==> src/rtl/fetch_unit_if.sv <==
// fetch_unit_if: bundles the fetch stage's two handshakes.
//   imem_*     : request/grant channel out to instruction memory, plus the
//                in-order read-response channel coming back.
//   redirect_* : control-flow redirect pulse and its target.
//   id_*       : {instr, pc} valid/ready channel into decode.
// modport master = fetch stage side, modport slave = memory/decode side.
interface fetch_unit_if;
  logic        imem_req_o;
  logic [31:0] imem_addr_o;
  logic        imem_gnt_i;
  logic        imem_rvalid_i;
  logic [31:0] imem_rdata_i;
  logic        redirect_i;
  logic [31:0] redirect_pc_i;
  logic        id_valid_o;
  logic [31:0] id_instr_o;
  logic [31:0] id_pc_o;
  logic        id_ready_i;

  modport master (
    output imem_req_o, imem_addr_o, id_valid_o, id_instr_o, id_pc_o,
    input  imem_gnt_i, imem_rvalid_i, imem_rdata_i,
    input  redirect_i, redirect_pc_i, id_ready_i
  );

  modport slave (
    input  imem_req_o, imem_addr_o, id_valid_o, id_instr_o, id_pc_o,
    output imem_gnt_i, imem_rvalid_i, imem_rdata_i,
    output redirect_i, redirect_pc_i, id_ready_i
  );
endinterface

==> src/rtl/fetch_unit.sv <==
// fetch_unit: RV32I instruction fetch stage.
// Owns the PC, issues word fetches, tags each grant with its PC, and buffers
// in-order responses in a FIFO_DEPTH-entry queue feeding decode.
// Redirects flush the buffer and drop responses to requests already in flight.
// Ports:
//   clk   : clock, rising edge
//   rst_n : asynchronous active-low reset
//   bus   : fetch_unit_if.master (imem req/gnt/rvalid, redirect, id valid/ready)
module fetch_unit #(
  parameter logic [31:0] RESET_VECTOR = 32'h0000_0000,
  parameter int          FIFO_DEPTH   = 2
) (
  input logic          clk,
  input logic          rst_n,
  fetch_unit_if.master bus
);
  localparam int PW = $clog2(FIFO_DEPTH);
  localparam int CW = $clog2(FIFO_DEPTH + 1);

  localparam logic [1:0] S_BOOT    = 2'd0;
  localparam logic [1:0] S_RUN     = 2'd1;
  localparam logic [1:0] S_DISCARD = 2'd2;

  logic [1:0]    r_state;
  logic [31:0]   r_pc;
  logic [CW-1:0] r_out;      // granted requests whose response is still due
  logic [CW-1:0] r_discard;  // how many of those belong to a dead path
  logic [CW-1:0] r_cnt;
  logic [PW-1:0] r_wptr, r_rptr;
  logic [31:0]   r_fifo_instr [FIFO_DEPTH];
  logic [31:0]   r_fifo_pc    [FIFO_DEPTH];
  logic [31:0]   r_tag        [FIFO_DEPTH];
  logic [PW-1:0] r_tag_wptr, r_tag_rptr;

  logic [CW:0]   w_inflight;
  logic          w_req, w_grant, w_rvalid, w_drop, w_push, w_pop, w_valid;
  logic [CW-1:0] w_out_nxt;

  // Credits: buffered words plus in-flight requests never exceed the FIFO,
  // so any response that survives the discard check always has a slot.
  assign w_inflight = {1'b0, r_cnt} + {1'b0, r_out};
  assign w_req      = (r_state != S_BOOT) && (w_inflight < (CW+1)'(FIFO_DEPTH));
  assign w_grant    = w_req && bus.imem_gnt_i;
  assign w_rvalid   = bus.imem_rvalid_i;
  // A word landing in the redirect cycle is from the old path as well.
  assign w_drop     = w_rvalid && ((r_discard != '0) || bus.redirect_i);
  assign w_push     = w_rvalid && !w_drop;
  assign w_valid    = (r_cnt != '0);
  assign w_pop      = w_valid && bus.id_ready_i;
  assign w_out_nxt  = r_out + CW'(w_grant) - CW'(w_rvalid);

  assign bus.imem_req_o  = w_req;
  assign bus.imem_addr_o = r_pc;
  assign bus.id_valid_o  = w_valid;
  assign bus.id_instr_o  = w_valid ? r_fifo_instr[r_rptr] : '0;
  assign bus.id_pc_o     = w_valid ? r_fifo_pc[r_rptr]    : '0;

  always_ff @(posedge clk or negedge rst_n) begin
    if (!rst_n) begin
      r_state   <= S_BOOT;
      r_pc      <= RESET_VECTOR;
      r_out     <= '0;
      r_discard <= '0;
    end else begin
      r_out <= w_out_nxt;

      // Redirect wins over the increment: a grant this cycle was for the
      // old path and is accounted for in the new discard count.
      if (bus.redirect_i)
        r_pc <= bus.redirect_pc_i & ~32'h3;
      else if (w_grant)
        r_pc <= r_pc + 32'd4;

      // Everything still outstanding after this cycle is stale.
      if (bus.redirect_i)
        r_discard <= w_out_nxt;
      else if (w_rvalid && (r_discard != '0))
        r_discard <= r_discard - CW'(1);

      case (r_state)
        S_BOOT:    r_state <= S_RUN;
        S_RUN:     if (bus.redirect_i && (w_out_nxt != '0)) r_state <= S_DISCARD;
        S_DISCARD: if (!bus.redirect_i && (r_discard == '0)) r_state <= S_RUN;
        default:   r_state <= S_BOOT;
      endcase
    end
  end

  // PC tag queue: pushed on grant, popped on every response (kept or dropped),
  // so it stays aligned with the memory's in-order returns across redirects.
  always_ff @(posedge clk or negedge rst_n) begin
    if (!rst_n) begin
      r_tag_wptr <= '0;
      r_tag_rptr <= '0;
      for (int i = 0; i < FIFO_DEPTH; i++) r_tag[i] <= '0;
    end else begin
      if (w_grant) begin
        r_tag[r_tag_wptr] <= r_pc;
        r_tag_wptr        <= r_tag_wptr + PW'(1);
      end
      if (w_rvalid) r_tag_rptr <= r_tag_rptr + PW'(1);
    end
  end

  // Instruction buffer. Flush on redirect takes priority over push/pop.
  always_ff @(posedge clk or negedge rst_n) begin
    if (!rst_n) begin
      r_cnt  <= '0;
      r_wptr <= '0;
      r_rptr <= '0;
      for (int i = 0; i < FIFO_DEPTH; i++) begin
        r_fifo_instr[i] <= '0;
        r_fifo_pc[i]    <= '0;
      end
    end else if (bus.redirect_i) begin
      r_cnt  <= '0;
      r_wptr <= '0;
      r_rptr <= '0;
    end else begin
      if (w_push) begin
        r_fifo_instr[r_wptr] <= bus.imem_rdata_i;
        r_fifo_pc[r_wptr]    <= r_tag[r_tag_rptr];
        r_wptr               <= r_wptr + PW'(1);
      end
      if (w_pop) r_rptr <= r_rptr + PW'(1);
      case ({w_push, w_pop})
        2'b10:   r_cnt <= r_cnt + CW'(1);
        2'b01:   r_cnt <= r_cnt - CW'(1);
        default: r_cnt <= r_cnt;
      endcase
    end
  end

  // More stale responses than outstanding ones would mean a lost response.
  a_discard_le_out: assert property (@(posedge clk) disable iff (!rst_n)
    r_discard <= r_out);

endmodule
==> src/flat_wrapper.sv <==
// flat-port wrapper written by rule: the top's interface ports become plain ports
module fetch_unit_flat 
#(
  parameter logic [31:0] RESET_VECTOR = 32'h0000_0000,
  parameter int          FIFO_DEPTH   = 2
)
  (clk, rst_n, bus_imem_req_o, bus_imem_addr_o, bus_id_valid_o, bus_id_instr_o, bus_id_pc_o, bus_imem_gnt_i, bus_imem_rvalid_i, bus_imem_rdata_i, bus_redirect_i, bus_redirect_pc_i, bus_id_ready_i);
  fetch_unit_if bus_i ();
  input logic clk;
  input logic rst_n;
  output wire logic [$bits(bus_i.imem_req_o)-1:0] bus_imem_req_o;
  output wire logic [$bits(bus_i.imem_addr_o)-1:0] bus_imem_addr_o;
  output wire logic [$bits(bus_i.id_valid_o)-1:0] bus_id_valid_o;
  output wire logic [$bits(bus_i.id_instr_o)-1:0] bus_id_instr_o;
  output wire logic [$bits(bus_i.id_pc_o)-1:0] bus_id_pc_o;
  input wire logic [$bits(bus_i.imem_gnt_i)-1:0] bus_imem_gnt_i;
  input wire logic [$bits(bus_i.imem_rvalid_i)-1:0] bus_imem_rvalid_i;
  input wire logic [$bits(bus_i.imem_rdata_i)-1:0] bus_imem_rdata_i;
  input wire logic [$bits(bus_i.redirect_i)-1:0] bus_redirect_i;
  input wire logic [$bits(bus_i.redirect_pc_i)-1:0] bus_redirect_pc_i;
  input wire logic [$bits(bus_i.id_ready_i)-1:0] bus_id_ready_i;
  assign bus_imem_req_o = bus_i.imem_req_o;
  assign bus_imem_addr_o = bus_i.imem_addr_o;
  assign bus_id_valid_o = bus_i.id_valid_o;
  assign bus_id_instr_o = bus_i.id_instr_o;
  assign bus_id_pc_o = bus_i.id_pc_o;
  assign bus_i.imem_gnt_i = bus_imem_gnt_i;
  assign bus_i.imem_rvalid_i = bus_imem_rvalid_i;
  assign bus_i.imem_rdata_i = bus_imem_rdata_i;
  assign bus_i.redirect_i = bus_redirect_i;
  assign bus_i.redirect_pc_i = bus_redirect_pc_i;
  assign bus_i.id_ready_i = bus_id_ready_i;
  fetch_unit #(.RESET_VECTOR(RESET_VECTOR), .FIFO_DEPTH(FIFO_DEPTH)) u_core (.clk(clk), .rst_n(rst_n), .bus(bus_i));
endmodule
==> config.mk <==
export PLATFORM = sky130hd
export DESIGN_NAME = fetch_unit_flat
export DESIGN_NICKNAME = d
export VERILOG_FILES = /design/src/rtl/fetch_unit_if.sv /design/src/rtl/fetch_unit.sv /design/src/flat_wrapper.sv
export SDC_FILE = /design/constraint.sdc
export NUM_CORES = 1
export LEC_CHECK = 0
export BUFFER_PORTS_ARGS = -buffer_cell sky130_fd_sc_hd__buf_2
export CORE_MARGIN = 10
export CORE_UTILIZATION = 61
export DETAILED_ROUTE_END_ITERATION = 12
export PLACE_DENSITY = 0.85
export SLEW_MARGIN = 20
export SYNTH_ARGS = -nofsm -noshare
export SYNTH_HDL_FRONTEND = slang
export SYNTH_SLANG_ARGS = --single-unit
export TNS_END_PERCENT = 30
==> constraint.sdc <==
create_clock -name clk -period 4.7 [get_ports clk]
set_input_delay 0 -clock clk [delete_from_list [all_inputs] [get_ports clk]]
set_output_delay 0 -clock clk [all_outputs]
set_load 0.05 [all_outputs]
* Word-level counts from Yosys, hierarchy flattened *
Cells that the tools add are included.

word-level totals
  logic and storage cells = 101
  input bits = 70
  output and inout port bits = 98
  register bits after elaboration = 236

operators by class
  $lt $le $gt $ge = 7
  bitwise logic cells = 5
  reduce and logical (&&, ||, !) cells = 26
  eq/ne operators = 6
  mux-type cells = 31
  add/subtract/negate cells = 11

operators with widths
  cell                                                         number
  2-to-1 mux 32 bit                                            15
  bitwise mux 64 bit                                           3
  demux 32 bit (select 1 bit)                                  2
  adder 32 x 3 -> 32 bit (second input constant)               1
  nonzero test 2 bit                                           8
  logical AND 1 bit                                            10
  2-to-1 mux 2 bit                                             5
  >= comparator 2 bit (second input constant)                  4
  NOT 1 -> 2 bit                                               4
  case mux 2 bit (3 select lines)                              1
  adder 1 bit (second input constant)                          4
  equality test 2 x 1 -> 1 bit (second input constant)         2
  equality test 2 bit (second input constant)                  2
  zero test 2 bit                                              2
  less-than comparator 2 x 1 -> 1 bit (second input constant)  2
  2-to-1 mux 1 bit                                             4
  inequality test 2 x 1 -> 1 bit (second input constant)       2
  case mux 2 bit (2 select lines)                              1
  AND reduction 2 bit                                          2
  subtractor 2 x 1 -> 2 bit (second input constant)            2
  adder 2 x 2 -> 3 bit                                         1
  less-than comparator 3 x 2 -> 1 bit (second input constant)  1
  nonzero test 3 bit                                           1
  adder 2 x 1 -> 2 bit                                         1
  other kinds (5)                                              6

* Longest topological paths before layout *
  depth after elaboration = 10
  mapped depth = 10
  gate-level depth less buffers = 9

* Worst setup path after synthesis *
Ideal clock, no wire load.

  kind = reg2reg
  start = reg u_core.r_cnt[0]
  end = reg u_core.r_state[1]
  stages on the path, launching flop included = 11
  clock period less this slack = 2.568 ns
  setup slack = 2.132 ns
  arrival time = 2.446 ns
  data required time = 4.578 ns
  path buffers = 1
  library setup time = 0.122 ns
  cells stage by stage = dfrtp_1 > and2_1 > fa_1 > or2_1 > buf_6 > nor3b_4 > ha_1 > xor3_1 > o21ai_0 > o21ai_0 > o2bb2ai_1

on the way
  cells in the longest elaborated chain, start to end = 10

ends and longest elaborated chain
  item                                             line               text
  start: declaration                               fetch_unit.sv:28   logic [CW-1:0] r_cnt;
  start signal: assignment                         fetch_unit.sv:127  2'b10: r_cnt <= r_cnt + CW'(1);
  start signal: assignment                         fetch_unit.sv:128  2'b01: r_cnt <= r_cnt - CW'(1);
  start signal: assignment                         fetch_unit.sv:129  default: r_cnt <= r_cnt;
  adder 2 x 2 -> 3 bit                             fetch_unit.sv:41   assign w_inflight = {1'b0, r_cnt} + {1'b0, r_out};
  less-than comparator 3 x 2 -> 1 bit              fetch_unit.sv:42   assign w_req = (r_state != S_BOOT) && (w_inflight < (CW+1)'(FIFO_DEPTH));
  logical AND 1 bit                                fetch_unit.sv:42
  logical AND 1 bit                                fetch_unit.sv:43   assign w_grant = w_req && bus.imem_gnt_i;
  via u_core.w_grant                               fetch_unit.sv:36   logic w_req, w_grant, w_rvalid, w_drop, w_push, w_pop, w_valid;
  adder 2 x 1 -> 2 bit                             fetch_unit.sv:50   assign w_out_nxt = r_out + CW'(w_grant) - CW'(w_rvalid);
  subtractor 2 x 1 -> 2 bit                        fetch_unit.sv:50
  via u_core.w_out_nxt[1]                          fetch_unit.sv:37   logic [CW-1:0] w_out_nxt;
  nonzero test 2 bit                               fetch_unit.sv:82   S_RUN: if (bus.redirect_i && (w_out_nxt != '0)) r_state <= S_DISCARD;
  logical AND 1 bit                                fetch_unit.sv:82
  inequality test 2 x 1 -> 1 bit (no source line)  n/a
  AND reduction 2 bit (no source line)             n/a
  end signal: assignment                           fetch_unit.sv:82
  end signal: assignment                           fetch_unit.sv:83   S_DISCARD: if (!bus.redirect_i && (r_discard == '0)) r_state <= S_RUN;
  end signal: assignment                           fetch_unit.sv:84   default: r_state <= S_BOOT;
  end: declaration                                 fetch_unit.sv:24   logic [1:0] r_state;

The timed path passes the listed nets, and every way through them passes these cells.
A chain may end at the register's enable or synchronous reset.

* Worst setup path in the final report *
  start = reg u_core.r_cnt[0]
  end = reg u_core.r_pc[25] (netlist: u_core.bus.imem_addr_o[25])

on the way
  cells in the longest elaborated chain, start to end = 5

ends and longest elaborated chain
  item                                 line              text
  adder 2 x 2 -> 3 bit                 fetch_unit.sv:41
  less-than comparator 3 x 2 -> 1 bit  fetch_unit.sv:42
  logical AND 1 bit                    fetch_unit.sv:42
  logical AND 1 bit                    fetch_unit.sv:43
  nonzero test 2 bit (no source line)  n/a
  end signal: assignment               fetch_unit.sv:70  r_pc <= bus.redirect_pc_i & ~32'h3;
  end signal: assignment               fetch_unit.sv:72  r_pc <= r_pc + 32'd4;
  end: declaration                     fetch_unit.sv:25  logic [31:0] r_pc;

No other way between the ends.

==> flow_metrics.py <==
metrics = {
    "final_layout": {
        "stdcell_count": 1383,
        "finish.utilization_pct": 75.38,
        "final_layout_size_suffix_gt1_share_pct": 28.93,
        "fillers": 1088,
        "area_growth_pct": 22.02,
        "fin_area_um2": 12900,
        "layout.nets": 1218,
        "antenna_cells": 0,
    },
    "detailed_routing": {
        "drt_wl_total_um": 26060,
        "drtIter0Drc": 571,
        "ant_nets": 0,
        "met3RoutedLength_um": 2024,
        "dr.max_layer_used": "met4",
        "wl_per_cell_um": 18.85,
        "wl_met2_um": 12420,
        "met1_length_um": 11120,
        "vias_per_cell": 5.856,
        "route.vias.total": 8099,
        "drt-pass1-iter-count": 7,
        "drc": 0,
    },
    "synth": {
        "synth.top_cells.by_count": "dfrtp_1 (226), mux2_2 (121), nor2_1 (116), mux2i_1 (93), nand2_1 (64)",
        "synthDistinctLibCells": 53,
        "async_reset_ff_share_pct": 100.0,
        "synth.largest_area_cell": "dfrtp_1",
        "ys_ff_latch": 226,
        "postSynthCellCount": 943,
        "synthesis.area_um2": 10570,
        "yosys-top-cells-area": "dfrtp_1 (53%), mux2_2 (13%), mux2i_1 (8.8%), nor2_1 (4.1%), nand2_1 (2.3%)",
        "syn_avg_cell_area_um2": 11.21,
        "synth_most_common_cell": "dfrtp_1",
        "ys_seq_area_share_pct": 53.48,
        "synth_enable_flop_cells": 0,
        "yosysTopAreaCellShare_pct": 53.48,
        "ys_warn_count": 0,
        "synth_ff_type": "dfrtp_1",
    },
    "critical_path": {
        "worstSetupStartpointType": "register",
        "crit_required_ps": 5080,
        "crit_chain": "and2_1, fa_1, or2_1, or3_1, o41a_1, a221o_1, dlygate4sd3_1",
        "crit_buf_inv": 1,
        "path_class": "reg2reg",
        "max_stage_delay_ps": 640,
        "cp-end-kind": "register",
        "r2r_slack_ps": 1220,
        "r2r_start": "u_core.r_cnt[0]",
        "r2r_end": "u_core.bus.imem_addr_o[25]",
        "worstPathMaxFanout": 15,
        "critPathArrivalTime_ps": 3860,
        "critPathLaunch": "u_core.r_cnt[0]",
        "worstRegToRegCells": 7,
        "crit_path_top_delay_cell": "or3_1",
        "crit_family": "simple AND/OR/NAND/NOR gates",
    },
    "power_and_ir_drop": {
        "seq_power_share_pct": 42.7,
        "power.density_nw_per_um2": 605.0,
        "p_leak_nw": 5.860,
        "clock_power_share_pct": 22.2,
        "internal-power_mw": 4.977,
        "p_switching_mw": 2.829,
        "total_power_mw": 7.806,
        "swShare_pct": 36.25,
        "combinationalPowerShare_pct": 35.1,
        "ir_drop_v": 0.0003784,
    },
    "placed_design": {
        "hpwlAfterDp_um": 16210,
        "dpl.cell_count": 1272,
        "dp_slack_ps": 1667,
        "detailed_place.area_um2": 11480,
        "routabilityCongestion": 0.8548,
        "io_buffer_count": 161,
    },
    "floorplan": {
        "dieArea_um2": 23000,
        "die_y_um": 151.7,
        "rows": 48,
        "fp.coreArea_um2": 17120,
        "ioPinCount": 168,
        "dieWidth_um": 151.7,
        "start_util_pct": 61.78,
    },
    "global_route": {
        "track_usage_pct": 22.31,
        "grt_pass1_vias": 8221,
        "grt_max_degree": 118,
        "antenna_found_initial": 0,
        "grt-ovfl-total": 0,
        "grt_pass1_wl_um": 41960,
    },
    "clock_network": {
        "root_buffer": "clkbuf_16",
        "clock_path_buffers": 3,
        "cts_hold_buffers": 71,
        "cts_sinks": 226,
        "cts_repair_resize_count": 0,
        "tritoncts": "built",
        "cts_made_buffers": 23,
        "clk_pin_slew_ps": 60,
        "h-tree-depth": 1,
        "cts_setup_buffers": 0,
        "insertion_delay_ps": 500,
    },
    "sta": {
        "finalCritPeriodShare_pct": 73.96,
        "relSlewSlack_pct": 28.42,
        "finalSetupViolCount": 0,
        "worst_slack_ps": 1224,
        "finalClockSkew_ps": 11.28,
        "holdWs_ps": 138.7,
        "setup_tns_ps": 0,
        "worst_pin_slew_ps": 1074,
        "finalMaxSlewViolations": 0,
        "hold_viol": 0,
        "fmax_mhz": 287.7,
        "period_needed_ps": 3476,
        "rsz0062_at_grt": "no",
    },
    "run": {
        "cap_violations": 0,
    },
    "hold_path": {
        "hold_class": "in2async",
    },
    "status": {
        "status": "finished clean",
    },
}
==> metal layers <==
layer | track usage [%] | vias up
li1 | - | 3731
met1 | 30.21 | 3993
met2 | 36.01 | 325
met3 | 4.336 | 50
met4 | 6.196 | 0
met5 | 0 | -
==> worst register-to-register path: cells and delay by family (launching register included) <==
kind,cells,cell delay [ps]
AOI/OAI and AO/OA,2,710
adders and majority gates,1,440
buffers and inverters,1,550
DFF,1,430
and+or+nand+nor,3,1220
==> power groups by stage <==
stage | Sequential [mW] | Clock (mW) | Combinational [mW]
floorplan | 3.23 | 0 | 2.09
global placement | 3.28 | 0 | 2.56
detailed placement | 3.35 | 0 | 2.67
CTS | 3.32 | 1.77 | 2.74
global route | 3.43 | 1.84 | 2.99
finish | 3.34 | 1.73 | 2.74
==> flip-flops by register name, indices dropped and copies added, names as in the netlist <==
register                flops
u_core.bus.imem_addr_o     30
u_core.r_cnt                2
u_core.r_state              2
u_core.r_tag               60
u_core.r_tag_rptr           1
u_core.r_fifo_instr        64
u_core.r_fifo_pc           60
u_core.r_wptr               1
u_core.r_out                2
u_core.r_rptr               1
u_core.r_discard            2
u_core.r_tag_wptr           1
==> layout by cell type (no fill, tap or decap), types with 8 or more instances in the layout <==
cell,count
nand4_1,20
clkbuf_1,8
a21oi_1,36
and3_1,8
nand2_1,64
nor4_1,10
mux2_2,121
mux2i_1,93
nand3_1,19
o31ai_1,11
nor2b_1,8
buf_2,160
o311ai_0,9
dfrtp_1,225
buf_4,8
o21ai_0,43
nor2_1,115
xnor2_1,8
dlygate4sd3_1,71
inv_1,13
clkbuf_16,23
==> cells by family (layout without fill, tap and decap cells) <==
family,count (synthesis),in the layout,synth area share (%)
adders and majority gates,5,5,0.6627
other,1,4,0.03546
and+or+nand+nor,278,278,12.33
DFF,226,226,53.48
xor gates and xnor gates,13,13,1.219
AOI/OAI and AO/OA,121,121,6.934
muxes,217,217,22.01
buffers and inverters,82,294,3.325
==> cell type report <==
type	instances	area, µm²	area share [%]
Clock buffer	35	660.6	5.120
Multi-Input combinational cell	638	4593	35.60
Clock inverter	5	52.55	0.4073
Inverter	13	48.80	0.3782
Sequential cell	226	5659	43.86
Timing Repair Buffer	241	1607	12.45
Tap cell	225	281.5	2.182
==> how the worst max path moves through the flow <==
stage	cells after the start	to	slack, ps
after floorplan	10	u_core.r_state[1]	2130
after global placement	6	u_core.r_tag[36]	1750
after detailed placement	6	u_core.r_tag[36]	1670
after CTS	7	u_core.bus.imem_addr_o[25]	1230
after global routing	7	u_core.bus.imem_addr_o[25]	1110
final	7	u_core.bus.imem_addr_o[25]	1220
Power figures use the tool's default switching activity.
